--- src/rtl/core_irq_signals.sv ---
// Shared types and constants for the 6502-class interrupt controller.
// Source encoding and default vectors live here so the top and bench agree.
package core_irq_signals;

  typedef enum logic [1:0] {
    K_NONE,
    K_RESET,
    K_NMI,
    K_IRQ
  } kind_type;

  typedef enum logic [1:0] {
    S_RES_PEND,
    S_IDLE,
    S_SERVICE
  } state_type;

  localparam int CHAN_W = 3;

  localparam logic [15:0] DEF_NMI_VEC  = 16'hFFFA;
  localparam logic [15:0] DEF_RES_VEC  = 16'hFFFC;
  localparam logic [15:0] DEF_IRQ_VEC  = 16'hFFFE;
  localparam logic [15:0] DEF_VEC_BASE = 16'hFFF8;

  localparam logic [3:0] SRC_NONE     = 4'd0;
  localparam logic [3:0] SRC_RESET    = 4'd1;
  localparam logic [3:0] SRC_NMI      = 4'd2;
  localparam logic [3:0] SRC_IRQ_BASE = 4'd3;

  // Per-channel table grows downward two bytes per channel, wrapping at 16 bits.
  function automatic logic [15:0] chan_vec(input logic [15:0] base, input logic [CHAN_W-1:0] chan);
    return base - {12'b0, chan, 1'b0};
  endfunction

endpackage

--- src/rtl/core_irq_ctrl_if.sv ---
// CPU-side request/response bundle of the interrupt controller.
// The core (master) drives the I_* strobes; the controller (slave) drives the O_* results.
interface core_irq_ctrl_if #(
  parameter int CHANNELS = 4
);
  logic                I_enable;
  logic                I_nmi;
  logic [CHANNELS-1:0] I_irq;
  logic                I_irq_mask;
  logic                I_ack;
  logic                O_force_brk;
  logic                O_irq_mask;
  logic [15:0]         O_vec_addr_lo;
  logic [15:0]         O_vec_addr_hi;
  logic [3:0]          O_source;
  logic [CHANNELS-1:0] O_pending;

  modport master (
    output I_enable, I_nmi, I_irq, I_irq_mask, I_ack,
    input  O_force_brk, O_irq_mask, O_vec_addr_lo, O_vec_addr_hi, O_source, O_pending
  );

  modport slave (
    input  I_enable, I_nmi, I_irq, I_irq_mask, I_ack,
    output O_force_brk, O_irq_mask, O_vec_addr_lo, O_vec_addr_hi, O_source, O_pending
  );
endinterface

--- src/rtl/core_irq_edge.sv ---
// Active-low request capture: falling-edge latch with set-over-clear,
// or a plain level pass-through for 6502-style level channels.
module core_irq_edge #(
  parameter bit EDGE = 1'b1
) (
  input  logic I_clock,
  input  logic I_reset,
  input  logic sig_n,
  input  logic clear,
  output logic pending
);

  generate
    if (EDGE) begin : g_edge
      logic hist;
      logic pend;

      // A fresh fall in the same clock as the clear must not be lost.
      always_ff @(posedge I_clock or negedge I_reset) begin
        if (!I_reset) begin
          hist <= 1'b1;
          pend <= 1'b0;
        end else begin
          hist <= sig_n;
          if (hist && !sig_n) begin
            pend <= 1'b1;
          end else if (clear) begin
            pend <= 1'b0;
          end
        end
      end

      assign pending = pend;
    end else begin : g_level
      logic unused_edge_inputs;
      assign unused_edge_inputs = ^{I_clock, clear};
      assign pending = ~sig_n & I_reset;
    end
  endgenerate

endmodule

--- src/rtl/core_irq_ctrl.sv ---
// Interrupt controller for the 6502-class core: reset, edge NMI and CHANNELS maskable IRQs,
// sampled at each opcode fetch, with BRK hijack, I-flag force and vector selection.
module core_irq_ctrl
  import core_irq_signals::*;
#(
  parameter int                 CHANNELS  = 4,
  parameter logic [CHANNELS-1:0] EDGE_MASK = '0,
  parameter bit                 VECTORED  = 1'b0,
  parameter logic [15:0]        NMI_VEC   = DEF_NMI_VEC,
  parameter logic [15:0]        RES_VEC   = DEF_RES_VEC,
  parameter logic [15:0]        IRQ_VEC   = DEF_IRQ_VEC,
  parameter logic [15:0]        VEC_BASE  = DEF_VEC_BASE
) (
  input  logic             I_clock,
  input  logic             I_reset,
  core_irq_ctrl_if.slave   bus
);

  state_type           state, next_state;
  kind_type            kind, next_kind, req_kind;
  logic [CHAN_W-1:0]   chan, next_chan, req_chan;
  logic                ack_now;
  logic                nmi_pend;
  logic                nmi_clear;
  logic [CHANNELS-1:0] pending;
  logic [CHANNELS-1:0] irq_clear;

  logic                force_brk;
  logic                irq_mask_out;
  logic [3:0]          source;
  logic [15:0]         vec_lo;

  assign ack_now   = (state == S_SERVICE) && bus.I_ack;
  assign nmi_clear = ack_now && (kind == K_NMI);

  core_irq_edge #(.EDGE(1'b1)) u_nmi (
    .I_clock (I_clock),
    .I_reset (I_reset),
    .sig_n   (bus.I_nmi),
    .clear   (nmi_clear),
    .pending (nmi_pend)
  );

  for (genvar k = 0; k < CHANNELS; k++) begin : g_chan
    assign irq_clear[k] = ack_now && (kind == K_IRQ) && (chan == CHAN_W'(k));

    core_irq_edge #(.EDGE(EDGE_MASK[k])) u_irq (
      .I_clock (I_clock),
      .I_reset (I_reset),
      .sig_n   (bus.I_irq[k]),
      .clear   (irq_clear[k]),
      .pending (pending[k])
    );
  end

  // Walk from the top down so the lowest eligible channel is the one left standing.
  always_comb begin
    req_kind = K_NONE;
    req_chan = '0;
    if (state == S_RES_PEND) begin
      req_kind = K_RESET;
    end else if (nmi_pend) begin
      req_kind = K_NMI;
    end else begin
      for (int k = CHANNELS - 1; k >= 0; k--) begin
        if (pending[k] && !bus.I_irq_mask) begin
          req_kind = K_IRQ;
          req_chan = CHAN_W'(k);
        end
      end
    end
  end

  always_ff @(posedge I_clock or negedge I_reset) begin
    if (!I_reset) begin
      state <= S_RES_PEND;
      kind  <= K_NONE;
      chan  <= '0;
    end else begin
      state <= next_state;
      kind  <= next_kind;
      chan  <= next_chan;
    end
  end

  // Enable is ignored while servicing, so an ack in the same clock always wins.
  always_comb begin
    next_state = state;
    next_kind  = kind;
    next_chan  = chan;
    case (state)
      S_RES_PEND, S_IDLE: begin
        if (bus.I_enable && (req_kind != K_NONE)) begin
          next_state = S_SERVICE;
          next_kind  = req_kind;
          next_chan  = req_chan;
        end
      end
      S_SERVICE: begin
        if (bus.I_ack) begin
          next_state = S_IDLE;
          next_kind  = K_NONE;
          next_chan  = '0;
        end
      end
      default: begin
        next_state = S_RES_PEND;
        next_kind  = K_NONE;
        next_chan  = '0;
      end
    endcase
  end

  always_comb begin
    force_brk    = 1'b0;
    irq_mask_out = 1'b0;
    source       = SRC_NONE;
    vec_lo       = IRQ_VEC;
    case (state)
      S_RES_PEND: vec_lo = RES_VEC;
      S_SERVICE: begin
        force_brk    = 1'b1;
        irq_mask_out = 1'b1;
        case (kind)
          K_RESET: begin
            source = SRC_RESET;
            vec_lo = RES_VEC;
          end
          K_NMI: begin
            source = SRC_NMI;
            vec_lo = NMI_VEC;
          end
          K_IRQ: begin
            source = SRC_IRQ_BASE + {1'b0, chan};
            vec_lo = VECTORED ? chan_vec(VEC_BASE, chan) : IRQ_VEC;
          end
          default: begin
            source = SRC_NONE;
            vec_lo = IRQ_VEC;
          end
        endcase
      end
      default: vec_lo = IRQ_VEC;
    endcase
  end

  assign bus.O_force_brk   = force_brk;
  assign bus.O_irq_mask    = irq_mask_out;
  assign bus.O_source      = source;
  assign bus.O_vec_addr_lo = vec_lo;
  assign bus.O_vec_addr_hi = vec_lo + 16'd1;
  assign bus.O_pending     = pending;

endmodule
--- src/flat_wrapper.sv ---
// flat-port wrapper written by rule: the top's interface ports become plain ports
module core_irq_ctrl_flat import core_irq_signals::*;
#(
  parameter int                 CHANNELS  = 4,
  parameter logic [CHANNELS-1:0] EDGE_MASK = '0,
  parameter bit                 VECTORED  = 1'b0,
  parameter logic [15:0]        NMI_VEC   = DEF_NMI_VEC,
  parameter logic [15:0]        RES_VEC   = DEF_RES_VEC,
  parameter logic [15:0]        IRQ_VEC   = DEF_IRQ_VEC,
  parameter logic [15:0]        VEC_BASE  = DEF_VEC_BASE
)
  (I_clock, I_reset, bus_I_enable, bus_I_nmi, bus_I_irq, bus_I_irq_mask, bus_I_ack, bus_O_force_brk, bus_O_irq_mask, bus_O_vec_addr_lo, bus_O_vec_addr_hi, bus_O_source, bus_O_pending);
  core_irq_ctrl_if #(.CHANNELS(CHANNELS)) bus_i ();
  input  logic I_clock;
  input  logic I_reset;
  input wire logic [$bits(bus_i.I_enable)-1:0] bus_I_enable;
  input wire logic [$bits(bus_i.I_nmi)-1:0] bus_I_nmi;
  input wire logic [$bits(bus_i.I_irq)-1:0] bus_I_irq;
  input wire logic [$bits(bus_i.I_irq_mask)-1:0] bus_I_irq_mask;
  input wire logic [$bits(bus_i.I_ack)-1:0] bus_I_ack;
  output wire logic [$bits(bus_i.O_force_brk)-1:0] bus_O_force_brk;
  output wire logic [$bits(bus_i.O_irq_mask)-1:0] bus_O_irq_mask;
  output wire logic [$bits(bus_i.O_vec_addr_lo)-1:0] bus_O_vec_addr_lo;
  output wire logic [$bits(bus_i.O_vec_addr_hi)-1:0] bus_O_vec_addr_hi;
  output wire logic [$bits(bus_i.O_source)-1:0] bus_O_source;
  output wire logic [$bits(bus_i.O_pending)-1:0] bus_O_pending;
  assign bus_i.I_enable = bus_I_enable;
  assign bus_i.I_nmi = bus_I_nmi;
  assign bus_i.I_irq = bus_I_irq;
  assign bus_i.I_irq_mask = bus_I_irq_mask;
  assign bus_i.I_ack = bus_I_ack;
  assign bus_O_force_brk = bus_i.O_force_brk;
  assign bus_O_irq_mask = bus_i.O_irq_mask;
  assign bus_O_vec_addr_lo = bus_i.O_vec_addr_lo;
  assign bus_O_vec_addr_hi = bus_i.O_vec_addr_hi;
  assign bus_O_source = bus_i.O_source;
  assign bus_O_pending = bus_i.O_pending;
  core_irq_ctrl #(.CHANNELS(CHANNELS), .EDGE_MASK(EDGE_MASK), .VECTORED(VECTORED), .NMI_VEC(NMI_VEC), .RES_VEC(RES_VEC), .IRQ_VEC(IRQ_VEC), .VEC_BASE(VEC_BASE)) u_core (.I_clock(I_clock), .I_reset(I_reset), .bus(bus_i));
endmodule
--- config.mk ---
export PLATFORM = sky130hd
export DESIGN_NAME = core_irq_ctrl_flat
export DESIGN_NICKNAME = d
export VERILOG_FILES = /design/src/rtl/core_irq_signals.sv /design/src/rtl/core_irq_ctrl_if.sv /design/src/rtl/core_irq_edge.sv /design/src/rtl/core_irq_ctrl.sv /design/src/flat_wrapper.sv
export SDC_FILE = /design/constraint.sdc
export NUM_CORES = 1
export LEC_CHECK = 0
export BUFFER_PORTS_ARGS = -buffer_cell sky130_fd_sc_hd__buf_2
export CAP_MARGIN = 10
export CELL_PAD_IN_SITES_DETAIL_PLACEMENT = 0
export CELL_PAD_IN_SITES_GLOBAL_PLACEMENT = 2
export CORE_ASPECT_RATIO = 0.9
export CORE_MARGIN = 2
export CORE_UTILIZATION = 21
export DETAILED_ROUTE_END_ITERATION = 7
export GPL_ROUTABILITY_DRIVEN = 0
export PLACE_DENSITY_LB_ADDON = 0.1
export SLEW_MARGIN = 10
export SYNTH_ARGS = -nofsm -noshare
export SYNTH_HDL_FRONTEND = slang
export SYNTH_SLANG_ARGS = --single-unit
--- constraint.sdc ---
create_clock -name I_clock -period 2.1 [get_ports I_clock]
set_clock_uncertainty 0.1 [all_clocks]
set_input_delay 0.525 -clock I_clock [delete_from_list [all_inputs] [get_ports I_clock]]
set_output_delay 0.525 -clock I_clock [all_outputs]
set_load 0.01 [all_outputs]
After elaboration in Yosys (flattened, before gate mapping)
Cells that the tools add are included.
- add/subtract/negate cells: 2
- eq/ne operators: 7
- mux-type cells: 28
- bitwise operators: 8
- reduce and logical (&&, ||, !) cells: 15
- operators with widths (cell ; count):
    $pmux W16 S2 ; 1
    $mux W2 ; 14
    $add A16 B1 Y16 const B ; 1
    $mux W3 ; 4
    $pmux W3 S2 ; 2
    $pmux W4 S3 ; 1
    $logic_and A1 B1 Y1 ; 8
    $pmux W2 S2 ; 2
    $eq A2 B2 Y1 const B ; 3
    $add A2 B3 Y4 const A ; 1
    $and A1 B1 Y1 ; 4
    $eq A2 B1 Y1 const B ; 2
    $mux W4 ; 1
    $not A1 Y1 ; 4
    $reduce_bool A2 Y1 ; 2
    $mux W1 ; 3
    $logic_not A1 Y1 ; 2
    $logic_not A2 Y1 ; 1
    $ne A2 B1 Y1 const B ; 1
    $ne A2 B2 Y1 const B ; 1
    $reduce_and A2 Y1 ; 1
    $reduce_or A2 Y1 ; 1
- register bits: 9
- input bits: 10
- output and inout port bits: 42
- logic and storage cells: 65

Longest topological paths before layout
- depth after elaboration: 13
- depth in mapped cells: 6
- gate-level depth less buffers: 5

Cells and area by module
From an unflattened synthesis, not the netlist that was laid out.
- cells, all modules: 105
- area, all modules: 885.8 µm²
- modules (own cells, without submodules) (module ; times used ; cells each ; area an instance (µm²) ; sequential area each (µm²)):
    core_irq_ctrl ; 1 ; 96 ; 759.5 ; 150.1
    core_irq_edge at u_core.u_nmi ; 1 ; 5 ; 71.3 ; 51.3
    core_irq_edge at u_core.g_chan[0].u_irq ... ; 4 ; 1 ; 13.8 ; 0.0

Worst setup path after synthesis
OpenSTA, ideal clock, no wires.
- kind: reg2out
- from: register u_core.state[0]
- to: output bus_O_vec_addr_lo[2]
- data arrival time: 1326 ps
- required time: 1475 ps
- setup slack: 149 ps
- stages on the path, launching flop included: 6
- buffers on the path: 1
- cell sequence: dfrtp_1 > nand2b_1 > inv_1 > nand2_1 > or2_2 > buf_4
- cells in the longest elaborated chain, start to end: 2
- elaborated cells between the ends (all ways): 3
- those cells by class: 1 x eq/ne; 1 x mux; 1 x reduce/logical
- ends and longest elaborated chain (element ; line ; text):
    start, declared ; core_irq_ctrl.sv:19 ; state_type state, next_state;
    start signal, assigned ; core_irq_ctrl.sv:80 ; state <= next_state;
    $eq A2 B2 Y1 or $logic_not A2 Y1 (tied branches) ; core_irq_ctrl.sv:119 ; case (state)
    $pmux W16 S2 * ; core_irq_ctrl.sv:119 ;
    end, declared ; flat_wrapper.sv:23 ; output wire logic [$bits(bus_i.O_vec_addr_lo)-1:0] bus_O_vec_addr_lo;
Every way passes the cells marked *; elsewhere a longest branch is shown, timed or not.

Final worst setup path
Same ends and word-level chain as after synthesis.

==> impl_metrics.tcl <==
set metrics [dict create \
    hold_violations 0 \
    gr-usage-met3_pct 3.20 \
    cts-root-buf "clkbuf_8" \
    n_antenna_cell 0 \
    h-tree-depth 1 \
    dp_worst_setup_slack_ns 0.212 \
    grt_pass1_vias 549 \
    path_cells "nand2b_4 -> inv_2 -> nand2_2 -> or2_2 -> buf_2" \
    first_iter_violations 18 \
    synth_top_family_by_area "buffers and inverters" \
    drive_gt1_share_pct 30.6 \
    areaGrowthSynthToFinish_pct 10.5 \
    fill_cells 427 \
    cp.arrival_ns 1.34 \
    syn-instance-count 103 \
    antenna_found_initial 0 \
    setup_violations 0 \
    synth-compound-area-share_pct 14.1 \
    crit_type "register to primary output" \
    routed_wl_mm 1.61 \
    drv_slew 0 \
    io_buffers 22 \
    synth_top_cells_by_area "buf_4 (33%), dfrtp_1 (21%), nand2b_1 (4.6%)" \
    critPathRequiredTime_ns 1.47 \
    overflow 0 \
    drv_cap 0 \
    cp_top_family "simple AND/OR/NAND/NOR gates" \
    rsz0062_at_grt "no" \
    vias 623 \
    yosys_register_bits 8 \
    drc 0 \
    first_pass_iters 4 \
    clock_sinks 8 \
    synthSimpleGateAreaFrac_pct 19.0 \
    muxShareOfSynthArea_pct 3.80 \
    min_period_ns 1.96 \
    grt_pass1_wl_mm 2.64 \
    path_buf_inv 2 \
    max_freq_mhz 509 \
    io_pins 52 \
    worstSetupEndpointType "primary output" \
    synth_area_um2 823 \
    cts_made_buffers 3 \
    grt_start_max_net_pins 13 \
    cts_buffer_depth 2 \
    top_usage_layer "met2" \
    insertion_delay_ns 0.23 \
    cts_tree "built" \
    core_mm2 0.00373 \
    ys_top_cells_by_count "buf_4 (36), dfrtp_1 (7), inv_1 (6), nand2_1 (6), nand2b_1 (6)" \
    synth.most_common_cell "buf_4" \
    use_met1_pct 10.2 \
    synth_top_area_cell "buf_4" \
    syn_area_per_cell_um2 7.99 \
    synth-adder-area-share_pct 1.52 \
    initial_utilization_pct 22.1 \
    synth-xor-area-share_pct 0 \
    tns_ns 0 \
    ys_seq_area_share_pct 24.5 \
    critPathLaunchType "register" \
    cp_max_fo 4 \
    nNetsFinal 136 \
    async_flop_share_pct 100 \
    synth_top_flop_cell "dfrtp_1" \
    synth_top_area_share_pct 32.8 \
    path_clk_slew_ns 0.04 \
    cpMaxStageDelayCell "dfrtp_1" \
    grtUsageMet2_pct 10.8 \
    die_width_um 70 \
    antenna_left 0 \
    viasPerCell 3.66 \
    die_area_mm2 0.00444 \
    finalCritPeriodShare_pct 93.5 \
    powerDensity_mw_per_mm2 881 \
    rows 21 \
    hp-class "input port to asynchronous set/reset pin" \
    cpPeakStageDelay_ns 0.37 \
    synth_edf_count 0 \
    die_h_um 63.4 \
    grt_usage_pct 7.32 \
    ir_worst_vdd_uv 209 \
    power.leakage_nw 0.475 \
    ys.warnings.count 0 \
    status "finished clean" \
    post_synth_num_cell_types 32 \
    wl_per_cell_um 9.45 \
    setup_slack_ns 0.136 \
    hpwl_mm 1.30 \
]
-- layer usage --
layer	up-vias	part of all wire, %
met2	31	45
met3	0	8.3
met5	-	0
li1	316	-
met4	0	0
met1	276	46
-- worst paths after layout --
kind | cells after the start | slack (ns) | to | startpoint
min in group I_clock | 1 | 0.31 | u_core.u_nmi.g_edge.hist$_DFF_PN1_ | bus_I_nmi
max reg2reg | 5 | 0.45 | u_core.chan[0]$_DFFE_PN0P_ | u_core.state[1]$_DFFE_PN0P_
max | 5 | 0.14 | bus_O_vec_addr_lo[2] | u_core.state[0]$_DFFE_PN0P_
min reg2reg | 2 | 0.40 | u_core.u_nmi.pending$_DFFE_PN0P_ | u_core.u_nmi.g_edge.hist$_DFF_PN1_
max in group asynchronous | 2 | 1.55 | u_core.u_nmi.g_edge.hist$_DFF_PN1_ | I_reset
min | 2 | 0.12 | u_core.chan[1]$_DFFE_PN0P_ | I_reset
-- through the flow --
| step | hold slack (ns) | util [%] | cell area [µm²] | instances | power [mW] |
|---|---|---|---|---|---|
| 6_report | 0.125 | 24.4 | 910 | 170 | 0.801 |
| 5_1_grt | 0.131 | 24.4 | 910 | 170 | 0.877 |
| 4_1_cts | 0.131 | 23.8 | 887 | 168 | 0.781 |
| 3_5_place_dp | 0.376 | 22.5 | 840 | 164 | 0.576 |
| 3_3_place_gp | 0.375 | 22.5 | 840 | 164 | 0.587 |
| 2_1_floorplan | 0.129 | - | 925 | 130 | 0.513 |
-- where the power goes --
part | leakage [nW] | switching, mW | internal [mW]
clock network | 0.0228 | 0.0637 | 0.132
logic | 0.355 | 0.197 | 0.169
registers | 0.0980 | 0.0511 | 0.189
-- layout make-up --
class / count / area [µm²] / share of cell area (%)
timing repair buffer: 27 / 148 / 16.2
multi-input combinational: 79 / 435 / 47.9
tap: 46 / 57.6 / 6.33
sequential: 8 / 201 / 22.1
inverter: 6 / 22.5 / 2.48
clock buffer: 4 / 45.0 / 4.95
-- timing repair --
action / 4_1_cts / 5_1_grt
pin swaps: 0 / 0
buffers inserted: 0 / 2
hold buffers: 0 / 0
endpoints found under the setup margin: 2 / 2
gates resized for setup: 2 / 1
-- cell families (layout without fill, tap and decap cells) --
family | Yosys count | count (layout)
compound gates | 18 | 18
fa+ha+maj | 1 | 1
buf+inv | 43 | 37
flops | 8 | 8
mux | 3 | 3
other cells | 2 | 29
simple gates | 28 | 28
-- worst register-to-register path: cells and delay by family, from the launching register on --
kind,cells,cell delay [ns]
multiplexers,1,0.36
AO/OA/AOI/OAI,1,0.23
flip-flops,1,0.40
buffers and inverters,2,0.24
AND/OR/NAND/NOR,1,0.20
-- layout by cell type (no fill, tap or decap), types with 2 or more instances in the layout --
master / count
mux2i_1: 2
clkbuf_8: 3
conb_1: 29
o21ai_0: 3
a21oi_1: 5
nand2b_1: 5
nand2_1: 5
buf_4: 5
buf_2: 22
nor2_1: 4
inv_1: 5
dfrtp_1: 7
nor2b_1: 5
-- flip-flops by register name (all words and copies together) (netlist names) --
name and cells:
u_core.u_nmi.g_edge.hist 1, u_core.state 2, u_core.kind 2, u_core.u_nmi.pending 1
u_core.chan 2
(Power assumes the default switching activity.)
